File: src/rtl/hc165_key_reader.sv
// Continuous scanner for a 74HC165 chain: loads, shifts in NUM_BITS MSB-first,
// and debounces whole frames into a stable key word.
module hc165_key_reader #(
  parameter int CLK_DIV         = 25,
  parameter int NUM_BITS        = 32,
  parameter int GAP_PHASES      = 16,
  parameter int DEBOUNCE_FRAMES = 2
) (
  input  logic                sys_clk,
  input  logic                sys_rst_n,
  input  logic                scan_en,
  output logic                hc165_clk,
  output logic                hc165_ld_n,
  input  logic                hc165_dat,
  output logic [NUM_BITS-1:0] frame_data,
  output logic                frame_valid,
  output logic [NUM_BITS-1:0] key_state,
  output logic                key_changed,
  output logic                busy
);

  localparam int DIV_W   = $clog2(CLK_DIV);
  localparam int BIT_W   = $clog2(NUM_BITS);
  localparam int GAP_W   = (GAP_PHASES > 1) ? $clog2(GAP_PHASES) : 1;
  localparam int ST_W    = $clog2(DEBOUNCE_FRAMES + 1);
  localparam int GAP_L_I = (GAP_PHASES > 0) ? GAP_PHASES - 1 : 0;

  localparam logic [DIV_W-1:0] DIV_LAST = DIV_W'(CLK_DIV - 1);
  localparam logic [BIT_W-1:0] BIT_LAST = BIT_W'(NUM_BITS - 1);
  localparam logic [GAP_W-1:0] GAP_LAST = GAP_W'(GAP_L_I);
  localparam logic [ST_W-1:0]  ST_MAX   = ST_W'(DEBOUNCE_FRAMES);

  typedef enum logic [2:0] {S_IDLE, S_LOAD, S_LOW, S_HIGH, S_DONE, S_GAP} state_t;

  state_t              r_state;
  logic [DIV_W-1:0]    r_div;
  logic [BIT_W-1:0]    r_bit;
  logic [GAP_W-1:0]    r_gap;
  logic                r_clk;
  logic                r_ld_n;
  logic                r_busy;
  logic                r_fv;
  logic                r_kc;
  logic [NUM_BITS-1:0] r_frame;
  logic [NUM_BITS-1:0] r_key;
  logic [NUM_BITS-1:0] r_prev;
  logic [ST_W-1:0]     r_stable;
  logic [NUM_BITS-1:0] r_shift;
  logic                r_dat_s1;
  logic                r_dat_s2;

  logic                w_phase_end;
  logic [ST_W-1:0]     w_stable_nxt;

  assign w_phase_end = (r_div == DIV_LAST);

  // Saturating run-length of identical consecutive frames.
  always_comb begin
    w_stable_nxt = ST_W'(1);
    if (r_shift == r_prev)
      w_stable_nxt = (r_stable >= ST_MAX) ? ST_MAX : r_stable + ST_W'(1);
  end

  always_ff @(posedge sys_clk) begin
    r_dat_s1 <= hc165_dat;
    r_dat_s2 <= r_dat_s1;
  end

  // Bits arrive MSB first, so shifting left leaves bit 0 last.
  always_ff @(posedge sys_clk) begin
    if (r_state == S_LOW && w_phase_end)
      r_shift <= {r_shift[NUM_BITS-2:0], r_dat_s2};
  end

  always_ff @(posedge sys_clk) begin
    if (!sys_rst_n) begin
      r_state  <= S_IDLE;
      r_div    <= '0;
      r_bit    <= '0;
      r_gap    <= '0;
      r_clk    <= 1'b0;
      r_ld_n   <= 1'b1;
      r_busy   <= 1'b0;
      r_fv     <= 1'b0;
      r_kc     <= 1'b0;
      r_frame  <= '0;
      r_key    <= '0;
      r_prev   <= '0;
      r_stable <= '0;
    end else begin
      r_fv <= 1'b0;
      r_kc <= 1'b0;
      if (r_state inside {S_IDLE, S_DONE} || w_phase_end)
        r_div <= '0;
      else
        r_div <= r_div + DIV_W'(1);

      case (r_state)
        S_IDLE: begin
          if (scan_en) begin
            r_state <= S_LOAD;
            r_ld_n  <= 1'b0;
            r_busy  <= 1'b1;
          end
        end
        S_LOAD: begin
          if (w_phase_end) begin
            r_state <= S_LOW;
            r_ld_n  <= 1'b1;
            r_bit   <= '0;
          end
        end
        S_LOW: begin
          if (w_phase_end) begin
            if (r_bit == BIT_LAST) begin
              r_state <= S_DONE;
            end else begin
              r_state <= S_HIGH;
              r_clk   <= 1'b1;
            end
          end
        end
        S_HIGH: begin
          if (w_phase_end) begin
            r_state <= S_LOW;
            r_clk   <= 1'b0;
            r_bit   <= r_bit + BIT_W'(1);
          end
        end
        S_DONE: begin
          r_frame  <= r_shift;
          r_fv     <= 1'b1;
          r_prev   <= r_shift;
          r_stable <= w_stable_nxt;
          if (w_stable_nxt >= ST_MAX && r_shift != r_key) begin
            r_key <= r_shift;
            r_kc  <= 1'b1;
          end
          r_gap <= '0;
          if (GAP_PHASES != 0) begin
            r_state <= S_GAP;
          end else if (scan_en) begin
            r_state <= S_LOAD;
            r_ld_n  <= 1'b0;
          end else begin
            r_state <= S_IDLE;
            r_busy  <= 1'b0;
          end
        end
        S_GAP: begin
          if (w_phase_end) begin
            if (r_gap == GAP_LAST) begin
              if (scan_en) begin
                r_state <= S_LOAD;
                r_ld_n  <= 1'b0;
              end else begin
                r_state <= S_IDLE;
                r_busy  <= 1'b0;
              end
            end else begin
              r_gap <= r_gap + GAP_W'(1);
            end
          end
        end
        default: begin
          r_state <= S_IDLE;
          r_clk   <= 1'b0;
          r_ld_n  <= 1'b1;
          r_busy  <= 1'b0;
        end
      endcase
    end
  end

  assign hc165_clk   = r_clk;
  assign hc165_ld_n  = r_ld_n;
  assign frame_data  = r_frame;
  assign frame_valid = r_fv;
  assign key_state   = r_key;
  assign key_changed = r_kc;
  assign busy        = r_busy;

endmodule

File: config.mk
export PLATFORM = sky130hd
export DESIGN_NAME = hc165_key_reader
export DESIGN_NICKNAME = d
export VERILOG_FILES = /design/src/rtl/hc165_key_reader.sv
export SDC_FILE = /design/constraint.sdc
export NUM_CORES = 1
export LEC_CHECK = 0
export CORE_MARGIN = 2
export CORE_UTILIZATION = 50
export CTS_BUF_LIST = sky130_fd_sc_hd__clkbuf_16
export DETAILED_ROUTE_END_ITERATION = 8
export GPL_ROUTABILITY_DRIVEN = 0
export PLACE_DENSITY_LB_ADDON = 0.12
export SYNTH_ARGS = -nofsm -noshare
export SYNTH_HDL_FRONTEND = slang
export SYNTH_SLANG_ARGS = --single-unit
File: constraint.sdc
create_clock -name sys_clk -period 3 [get_ports sys_clk]
set_clock_uncertainty 0.05 [all_clocks]
set_input_delay 0.6 -clock sys_clk [delete_from_list [all_inputs] [get_ports sys_clk]]
set_output_delay 0.6 -clock sys_clk [all_outputs]
set_load 0.01 [all_outputs]
# ---- Word level (Yosys, flattened, before mapping)
# Cells that the tools add are included.
dict set report op_classes {
  n_addsub 4
  order_cmp 2
  eq_ne 20
  mux 32
  bitwise 4
  reduce_logical 20
}
# operator count
set op_table {}
lappend op_table {{== test 32 bit} 1}
lappend op_table {{!= test 32 bit} 1}
lappend op_table {{two-way mux 3 bit} 6}
lappend op_table {{!= test 2 bit, second input constant} 9}
lappend op_table {{case mux 3 bit (5 select lines)} 1}
lappend op_table {{two-way mux 1 bit} 14}
lappend op_table {{adder 5 x 1 -> 5 bit, second input constant} 2}
lappend op_table {{== test 5 bit, second input constant} 2}
lappend op_table {{two-way mux 5 bit} 2}
lappend op_table {{case mux 5 bit (2 select lines)} 1}
lappend op_table {{AND reduction 5 bit} 2}
lappend op_table {{two-way mux 4 bit} 2}
lappend op_table {{case mux 4 bit (2 select lines)} 1}
lappend op_table {{AND reduction 4 bit} 2}
lappend op_table {{OR reduction 4 bit} 2}
lappend op_table {{== test 3 x 2 -> 1 bit, second input constant} 2}
lappend op_table {{== test 3 bit, second input constant} 2}
lappend op_table {{case mux 1 bit (3 select lines)} 2}
lappend op_table {{AND reduction 3 bit} 2}
lappend op_table {{nonzero test 2 bit} 3}
lappend op_table {{adder 4 x 1 -> 4 bit, second input constant} 1}
lappend op_table {{== test 4 bit, second input constant} 1}
lappend op_table {{>= comparator 2 bit, second input constant} 2}
lappend op_table {{two-way mux 2 bit} 2}
lappend op_table {{other kinds (11)} 17}
dict set report totals {
  ff_bits 122
  input_bits 4
  out_inout_bits 69
  wordCells 97
}

# ---- Logic depth before layout (Yosys ltp)
# Gate-level depths: netlist (run 1).
dict set report depth {
  word_depth 6
  ltp_mapped 9
}

# ---- Worst setup path before layout (run 1)
# OpenSTA, ideal clock, no wires.
dict set report synth_timing {
  path_type {register to register}
  startpoint {reg r_state[1]}
  endpoint {reg r_shift[0], enable pin}
  setup_ps 392
  arrival_time_ps 1827
  required_time_ps 2558
  path_slack_ps 731
  stages_incl_launch_ff 4
  n_path_buf 2
  cell_sequence {dfxtp_1 > clkbuf_1 > buf_1 > and3_1}
}
dict set report synth_via {
  elab_chain_len 2
}
# item line_no
set synth_lines {}
lappend synth_lines {{start, declared} 35} ;# state_t r_state;
lappend synth_lines {{start signal, assigned} 77} ;# r_state <= S_IDLE;
lappend synth_lines {{start signal, assigned} 101} ;# r_state <= S_LOAD;
lappend synth_lines {{start signal, assigned} 108} ;# r_state <= S_LOW;
lappend synth_lines {{== test 3 x 2 -> 1 bit} 71} ;# if (r_state == S_LOW && w_phase_end)
lappend synth_lines {{logical AND 1 bit} 71}
lappend synth_lines {{end signal, assigned} 72} ;# r_shift <= {r_shift[NUM_BITS-2:0], r_dat_s2};
lappend synth_lines {{end, declared} 48} ;# logic [NUM_BITS-1:0] r_shift;
# Every way passes these cells.
# A chain may end at the register's enable or synchronous reset.

# ---- Worst setup path in the final report (run 1)
dict set report layout_timing {
  startpoint {reg r_shift[6]}
  endpoint {reg r_key[5], in the netlist key_state[5]}
}
dict set report layout_via {
  elab_chain_len 5
  elab_cells_between_ends 6
}
# item line_no
set layout_lines {}
lappend layout_lines {{== test 32 bit} 60} ;# if (r_shift == r_prev)
lappend layout_lines {{two-way mux 2 bit} 60}
lappend layout_lines {{>= comparator 2 bit} 135} ;# if (w_stable_nxt >= ST_MAX && r_shift != r_key) begin
lappend layout_lines {{logical AND 1 bit (*)} 135}
lappend layout_lines {{AND reduction 2 bit (no source line) (*)} -}
lappend layout_lines {{end signal, assigned} 136} ;# r_key <= r_shift;
lappend layout_lines {{end, declared} 45} ;# logic [NUM_BITS-1:0] r_key;
# Mark *: on every way between the ends. The rest lies on a longest branch, timed or not.

==> results of run 1 <==
==> synthesized netlist by cell type (2+ instances only) <==
cell / instances / share of area
sky130_fd_sc_hd__ha_1: 5 / 0.012
sky130_fd_sc_hd__xnor2_1: 65 / 0.11
sky130_fd_sc_hd__edfxtp_1: 32 / 0.18
sky130_fd_sc_hd__a21oi_1: 9 / 0.0085
sky130_fd_sc_hd__nor3_1: 5 / 0.0047
sky130_fd_sc_hd__a21boi_0: 36 / 0.051
sky130_fd_sc_hd__and3_1: 5 / 0.0059
sky130_fd_sc_hd__and2_1: 2 / 0.0024
sky130_fd_sc_hd__nand2_1: 138 / 0.097
sky130_fd_sc_hd__nand4_1: 19 / 0.022
sky130_fd_sc_hd__buf_2: 4 / 0.0038
sky130_fd_sc_hd__nand3_1: 8 / 0.0075
sky130_fd_sc_hd__mux2i_1: 34 / 0.064
sky130_fd_sc_hd__clkbuf_1: 19 / 0.013
sky130_fd_sc_hd__inv_1: 6 / 0.0042
sky130_fd_sc_hd__o211ai_1: 2 / 0.0028
sky130_fd_sc_hd__o21ai_0: 5 / 0.0047
sky130_fd_sc_hd__xor2_1: 4 / 0.0066
sky130_fd_sc_hd__a22oi_1: 3 / 0.0042
sky130_fd_sc_hd__dfxtp_1: 90 / 0.34
sky130_fd_sc_hd__nor2b_1: 4 / 0.0047
sky130_fd_sc_hd__nor4_1: 3 / 0.0035
sky130_fd_sc_hd__buf_6: 3 / 0.0064
sky130_fd_sc_hd__nor2_1: 13 / 0.0092
sky130_fd_sc_hd__o31ai_1: 2 / 0.0028
==> final timing paths <==
kind / endpoint / slack [ps] / cells after the start
worst max-delay path: key_state[5]$_SDFFE_PN0P_ / 420 / 7
worst min register to register: r_dat_s2$_DFF_P_ / 290 / 0
worst max register to register: key_state[5]$_SDFFE_PN0P_ / 420 / 7
worst min-delay path: r_dat_s2$_DFF_P_ / 290 / 0
==> cells in the final DEF, fill, tap and decap left out, types with 5 or more instances in the layout <==
cell and n:
sky130_fd_sc_hd__nand2_1 138, sky130_fd_sc_hd__dfxtp_1 90, sky130_fd_sc_hd__clkdlybuf4s50_1 71, sky130_fd_sc_hd__xnor2_1 65
sky130_fd_sc_hd__a21boi_0 36, sky130_fd_sc_hd__mux2i_1 34, sky130_fd_sc_hd__edfxtp_1 32, sky130_fd_sc_hd__nand4_1 19
sky130_fd_sc_hd__clkbuf_16 17, sky130_fd_sc_hd__buf_4 14, sky130_fd_sc_hd__nor2_1 13, sky130_fd_sc_hd__inv_1 10
sky130_fd_sc_hd__a21oi_1 9, sky130_fd_sc_hd__nand3_1 8, sky130_fd_sc_hd__and3_1 5, sky130_fd_sc_hd__o21ai_0 5
sky130_fd_sc_hd__ha_1 5
==> worst max-delay path: cells and delay by family (launching register included) <==
family | cells | cell delay, ps
AOI/OAI and AO/OA | 1 | 330
DFF | 1 | 460
muxes | 1 | 240
xor gates and xnor gates | 1 | 290
and+or+nand+nor | 3 | 680
buffers and inverters | 1 | 430
==> cell families after synthesis <==
logic type / synth area share
compound gates: 0.0906
xor+xnor: 0.114
fa+ha+maj: 0.0118
buf+inv: 0.0285
flops: 0.520
mux: 0.0640
simple gates: 0.172
==> layout make-up <==
class	instances	area [um^2]
Sequential cell	122	2760
Clock buffer	17	425
Timing Repair Buffer	87	841
Multi-Input combinational cell	381	2410
Tap cell	136	170
Fill cell	815	3580
Clock inverter	14	118
Inverter	6	22.5
==> state kept, by name, summed over array words and instances, names as in the netlist <==
name	cells
key_state	32
r_prev	32
r_shift	32
r_bit	5
r_div	5
r_gap	4
r_state	3
r_stable	2
busy	1
frame_valid	1
hc165_clk	1
hc165_ld_n	1
key_changed	1
r_dat_s1	1
r_dat_s2	1
==> layer usage <==
metal | global-route usage | part of all wire
met1 | 0.351 | 0.47
met3 | 0.0638 | 0.068
met2 | 0.346 | 0.45
met5 | 0 | 0
met4 | 0.0705 | 0.012
==> report_power, final <==
part	leakage, nW	internal, mW	switching (mW)
clock network	0.278	1.19	0.691
registers	1.02	1.78	0.118
logic	0.968	0.292	0.367
total	2.26	3.26	1.18
==> per-stage QoR <==
stage	setup WS (ps)	area (um^2)
6_report	425	6750
5_1_grt	224	6750
4_1_cts	198	6700
3_5_place_dp	213	6150
3_3_place_gp	303	6150
2_1_floorplan	731	5320
==> repair_timing <==
| item | CTS | global route |
|---|---|---|
| setup buffers | 0 | 7 |
| resized for setup | 0 | 0 |
| setup endpoints to repair | 0 | 2 |
==> metrics.log, run 1 <==
[metrics] launching element of the worst setup path: r_shift[6]$_DFFE_PP_
[metrics] synthesis-to-layout area growth: 26.9%
[metrics] net count of the mapped netlist: around 550
[metrics] path type of the worst min-delay path: flip-flop to flip-flop
[metrics] via count of the first global-routing pass: 3868
[metrics] Cell Rows: 37
[metrics] required time of the critical path: about 3300 ps
[metrics] maximum number of pins on one net before global-route repair: a little over 50
[metrics] number of standard cells after synthesis: between 500 and 600
[metrics] Fmax achieved: 0.388 GHz
[metrics] global-route total usage across every layer: 0.240
[metrics] normalized max-slew margin: 0.594
[metrics] most used flip-flop cell after synthesis: sky130_fd_sc_hd__dfxtp_1
[metrics] latest clock arrival within the worst-skew pair: approximately 410 ps
[metrics] max-slew violations: 0
[metrics] antenna violations before repair: 0
[metrics] Setup crit start kind: flip-flop
[metrics] number of placed instances with taps included: between 700 and 800
[metrics] power density relative to cell area: between 600 and 700 nW/um^2
[metrics] Detail Placement HPWL: just under 9 mm
[metrics] Max Cap Viol: 0
[metrics] total power consumption of the routed design: 4.43 mW
[metrics] clock sink total: 122
[metrics] Fin Hold WS: around 290 ps
[metrics] RSZ-0062 raised after global routing: false
[metrics] total number of vias: roughly 4100
[metrics] number of enable-type register cells in the synthesized netlist: 32
[metrics] async set-reset flop share out of synthesis: 0
[metrics] Crit path top cell by count: sky130_fd_sc_hd__nand4_1
[metrics] post-layout util: 0.654
[metrics] pin slew with the least headroom to its limit: just over 600 ps
[metrics] Sum Neg Setup Slack: 0 ps
[metrics] final non-filler cell total: 763
[metrics] I/O pin count: 73
[metrics] yosys warns: 0
[metrics] Max Buffers Root-to-Sink: 2
[metrics] final period utilization: 0.858
[metrics] Initial DRC Count: approximately 210
[metrics] slowest library cell on the worst path: sky130_fd_sc_hd__edfxtp_1
[metrics] # hold bufs at CTS: 0
[metrics] number of inserted diodes: 0
[metrics] Clock Pin Slew Worst Setup and Hold Paths: 50 ps
[metrics] sequential fraction of the synthesis area: 0.520
[metrics] CTS H-Tree Depth: 4
[metrics] area enclosed by the die boundary: 11500 um^2
[metrics] Antenna Violating Nets Remaining: 0
[metrics] result of the run: finished clean
[metrics] Num CTS Buffers: 17
[metrics] Via-to-Cell Ratio: 5.35
[metrics] initial core utilization: 0.515
[metrics] routed wire length per instance: 17.1 um
[metrics] share of final-layout standard cells stronger than drive strength 1: 0.0750
[metrics] CP arrival: ~2900 ps
[metrics] type of element capturing the critical path: flip-flop
[metrics] library cell used as clock root buffer: sky130_fd_sc_hd__clkbuf_16
[metrics] highest cell delay on the worst timing path: between 400 and 500 ps
[metrics] iteration count of the initial detailed-routing pass: 5
[metrics] Post-Synthesis Cell Area: 5320 um^2
[metrics] count of cell types in the netlist: 45
[metrics] startpoint-to-endpoint class of the critical path: flip-flop to flip-flop
[metrics] CTS tree: done
[metrics] maximum fanout along the worst path: 21
[metrics] number of hold-slack violations in the final timing report: 0
[metrics] average footprint of a synthesized cell: roughly 9.9 um^2
[metrics] peak supply drop: 0.522 mV
[metrics] standby leakage power: around 2.3 nW
[metrics] final routed DRC violation total: 0
[metrics] ordered list of cells on the worst path: xnor2_1, nand4_1, nor4_1, nand4_1, a21oi_4, buf_4, mux2i_1
[metrics] Die X-Extent: approximately 110 um
[metrics] flip-flop and latch count after synthesis: between 100 and 150
[metrics] Final Setup Violations: 0
[metrics] post-detailed-routing wire length: around 13 mm
[metrics] floorplan die height: between 100 and 150 um
[metrics] global-route wire length before repair: 20.8 mm
[metrics] number of input and output port buffers inserted: slightly above 70
[metrics] minimum clock period: ~2600 ps
[metrics] core footprint: ~10000 um^2
[metrics] worst reg2reg path startpoint: r_shift[6]$_DFFE_PP_
[metrics] overflow left after global routing: 0
[metrics] total number of nets in the final design: 624
[metrics] source of the worst hold timing path: r_dat_s1$_DFF_P_
No activity file was read; power rests on OpenSTA's default activity.
==> inputs of run 2 (changes only) <==
Settings changed: CORE_UTILIZATION 50 to 55, TNS_END_PERCENT set to 5.
==> metrics.log, run 2 (synthesis results as in run 1) <==
[metrics] peak supply drop: 0.445 mV (was 0.522 mV)
[metrics] required time of the critical path: 3290 ps (was 3280 ps)
[metrics] source of the worst hold timing path: r_dat_s1$_DFF_P_ (unchanged)
[metrics] floorplan die height: 102 um (was 107 um)
[metrics] Cell Rows: 35 (was 37)
[metrics] overflow left after global routing: 0 (unchanged)
[metrics] RSZ-0062 raised after global routing: false (unchanged)
[metrics] Via-to-Cell Ratio: 5.48 (was 5.35)
[metrics] worst setup slack before clock tree synthesis: 614 ps (was 213 ps)
[metrics] Final Setup Violations: 0 (unchanged)
[metrics] Max Buffers Root-to-Sink: 2 (unchanged)
[metrics] final routed DRC violation total: 0 (unchanged)
[metrics] number of inserted diodes: 0 (unchanged)
[metrics] latest clock arrival within the worst-skew pair: 410 ps (about the same)
[metrics] # resized after CTS: 0 (unchanged)
[metrics] post-detailed-routing wire length: 12.9 mm (was 13.0 mm)
[metrics] Fmax achieved: 0.412 GHz (was 0.388 GHz)
[metrics] maximum fanout along the worst path: 10 (was 21)
[metrics] type of element capturing the critical path: flip-flop (unchanged)
[metrics] number of hold-slack violations in the final timing report: 0 (unchanged)
[metrics] Num CTS Buffers: 17 (unchanged)
[metrics] Fin Hold WS: 279 ps (was 291 ps)
[metrics] Clock Pin Slew Worst Setup and Hold Paths: 60 ps (was 50 ps)
[metrics] total number of nets in the final design: 617 (was 624)
[metrics] CP arrival: 2710 ps (was 2860 ps)
[metrics] buffers inserted by post-CTS timing repair: 0 (unchanged)
[metrics] result of the run: finished clean (unchanged)
[metrics] R2R depth: 7 (unchanged)
[metrics] final period utilization: 0.809 (was 0.858)
[metrics] minimum clock period: 2430 ps (was 2580 ps)
[metrics] capture instance of the worst register-to-register path: key_state[8]$_SDFFE_PN0P_ (was key_state[5]$_SDFFE_PN0P_)
[metrics] CTS tree: done (unchanged)
[metrics] core footprint: 9330 um^2 (was 10300 um^2)
[metrics] path type of the worst min-delay path: flip-flop to flip-flop (unchanged)
[metrics] global-route total usage across every layer: 0.260 (was 0.240)
[metrics] max-slew violations: 0 (unchanged)
[metrics] via count of the first global-routing pass: 3850 (was 3868)
[metrics] power density relative to cell area: 662 nW/um^2 (was 657 nW/um^2)
[metrics] depth of the worst hold-timing path: 0 (unchanged)
[metrics] Setup crit start kind: flip-flop (unchanged)
[metrics] synthesis-to-layout area growth: 25.9% (was 26.9%)
[metrics] worst-case register-to-register setup slack: 570 ps (was 420 ps)
[metrics] most frequent cells in the layout: sky130_fd_sc_hd__nand2_1 (138), sky130_fd_sc_hd__dfxtp_1 (90), sky130_fd_sc_hd__clkdlybuf4s50_1 (71) (unchanged)
[metrics] initial core utilization: 0.570 (was 0.515)
[metrics] smallest setup slack after layout: 572 ps (was 425 ps)
[metrics] maximum number of pins on one net before global-route repair: 73 (was 51)
[metrics] leading cell type in the layout, fill and taps excluded: sky130_fd_sc_hd__nand2_1 (unchanged)
[metrics] library cell used as clock root buffer: sky130_fd_sc_hd__clkbuf_16 (unchanged)
[metrics] Max Cap Viol: 0 (unchanged)
[metrics] startpoint-to-endpoint class of the critical path: flip-flop to flip-flop (unchanged)
[metrics] Initial DRC Count: 299 (was 208)
[metrics] CTS H-Tree Depth: 4 (unchanged)
[metrics] iteration count of the initial detailed-routing pass: 5 (unchanged)
[metrics] area enclosed by the die boundary: 10500 um^2 (was 11500 um^2)
[metrics] global-route wire length before repair: 20.5 mm (was 20.8 mm)
[metrics] Antenna Violating Nets Remaining: 0 (unchanged)
[metrics] number of filler instances in the final layout: 702 (was 815)
[metrics] number of input and output port buffers inserted: 72 (unchanged)
[metrics] share of final-layout standard cells stronger than drive strength 1: 0.0725 (was 0.0750)
[metrics] Detail Placement HPWL: 8.80 mm (was 8.81 mm)
[metrics] Die X-Extent: 102 um (was 107 um)
[metrics] Hold EP: r_dat_s2$_DFF_P_ (unchanged)
[metrics] antenna violations before repair: 0 (unchanged)
[metrics] Sum Neg Setup Slack: 0 ps (unchanged)
[metrics] # hold bufs at CTS: 0 (unchanged)
[metrics] normalized max-slew margin: 0.495 (was 0.594)
[metrics] standby leakage power: 2.20 nW (was 2.26 nW)
[metrics] I/O pin count: 73 (unchanged)
[metrics] pin slew with the least headroom to its limit: 757 ps (was 609 ps)
[metrics] clock sink total: 122 (unchanged)
[metrics] routed wire length per instance: 17.2 um (was 17.1 um)
[metrics] worst reg2reg path startpoint: r_shift[6]$_DFFE_PP_ (unchanged)
[metrics] total number of vias: 4107 (was 4083)
==> run 2: how the worst max path moves through the flow <==
stage                                       start                          to  cells past startpoint
after floorplan           r_state[1]$_SDFFE_PN0P_        r_shift[0]$_DFFE_PP_                      3
after global placement    r_state[1]$_SDFFE_PN0P_  key_state[25]$_SDFFE_PN0P_                      7
after detailed placement  r_state[1]$_SDFFE_PN0P_   key_state[9]$_SDFFE_PN0P_                      7
after CTS                 r_state[1]$_SDFFE_PN0P_   key_state[8]$_SDFFE_PN0P_                      7
after global routing         r_shift[6]$_DFFE_PP_  key_state[10]$_SDFFE_PN0P_                      7
final                        r_shift[6]$_DFFE_PP_   key_state[8]$_SDFFE_PN0P_                      7
==> run 2: layout make-up <==
class | count | area, um^2 | area share
clock buffers | 17 | 425 | 0.0635
clock inverters | 15 | 128 | 0.0191
inverters | 6 | 22.5 | 0.00336
multi-input cells | 381 | 2410 | 0.360
flip-flops and latches | 122 | 2760 | 0.413
well taps | 129 | 161 | 0.0241
repair buffers | 80 | 788 | 0.118
==> run 2: report_power, final <==
part           switching [mW]  internal [mW]  leakage [nW]
registers               0.132           1.78          1.02
logic                   0.347          0.287         0.930
clock network           0.757           1.13         0.252
==> run 2: metrics by stage <==
step,std cells,power (mW),area [um^2],utilization
3_5_place_dp,718,2.57,6140,0.659
4_1_cts,750,4.44,6700,0.718
6_report,750,4.43,6700,0.718
5_1_grt,750,4.61,6700,0.718
2_1_floorplan,536,2.29,5320,-
3_3_place_gp,718,2.56,6140,0.659
==> run 2: layer usage <==
| metal | up-vias | part of all wire | global-route usage |
|---|---|---|---|
| met3 | 22 | 0.074 | 0.0540 |
| li1 | 1967 | - | - |
| met1 | 1951 | 0.46 | 0.383 |
| met4 | 0 | 0.017 | 0.0810 |
| met2 | 167 | 0.45 | 0.386 |
| met5 | - | 0 | 0 |
==> run 2: worst max-delay path: stages, from the launching register on <==
cell and delay, ps:
sky130_fd_sc_hd__edfxtp_1 470, sky130_fd_sc_hd__xnor2_1 270, sky130_fd_sc_hd__nand4_1 130, sky130_fd_sc_hd__nor4_1 300, sky130_fd_sc_hd__nand4_1 230, sky130_fd_sc_hd__a21oi_4 380, sky130_fd_sc_hd__buf_4 300, sky130_fd_sc_hd__mux2i_1 220
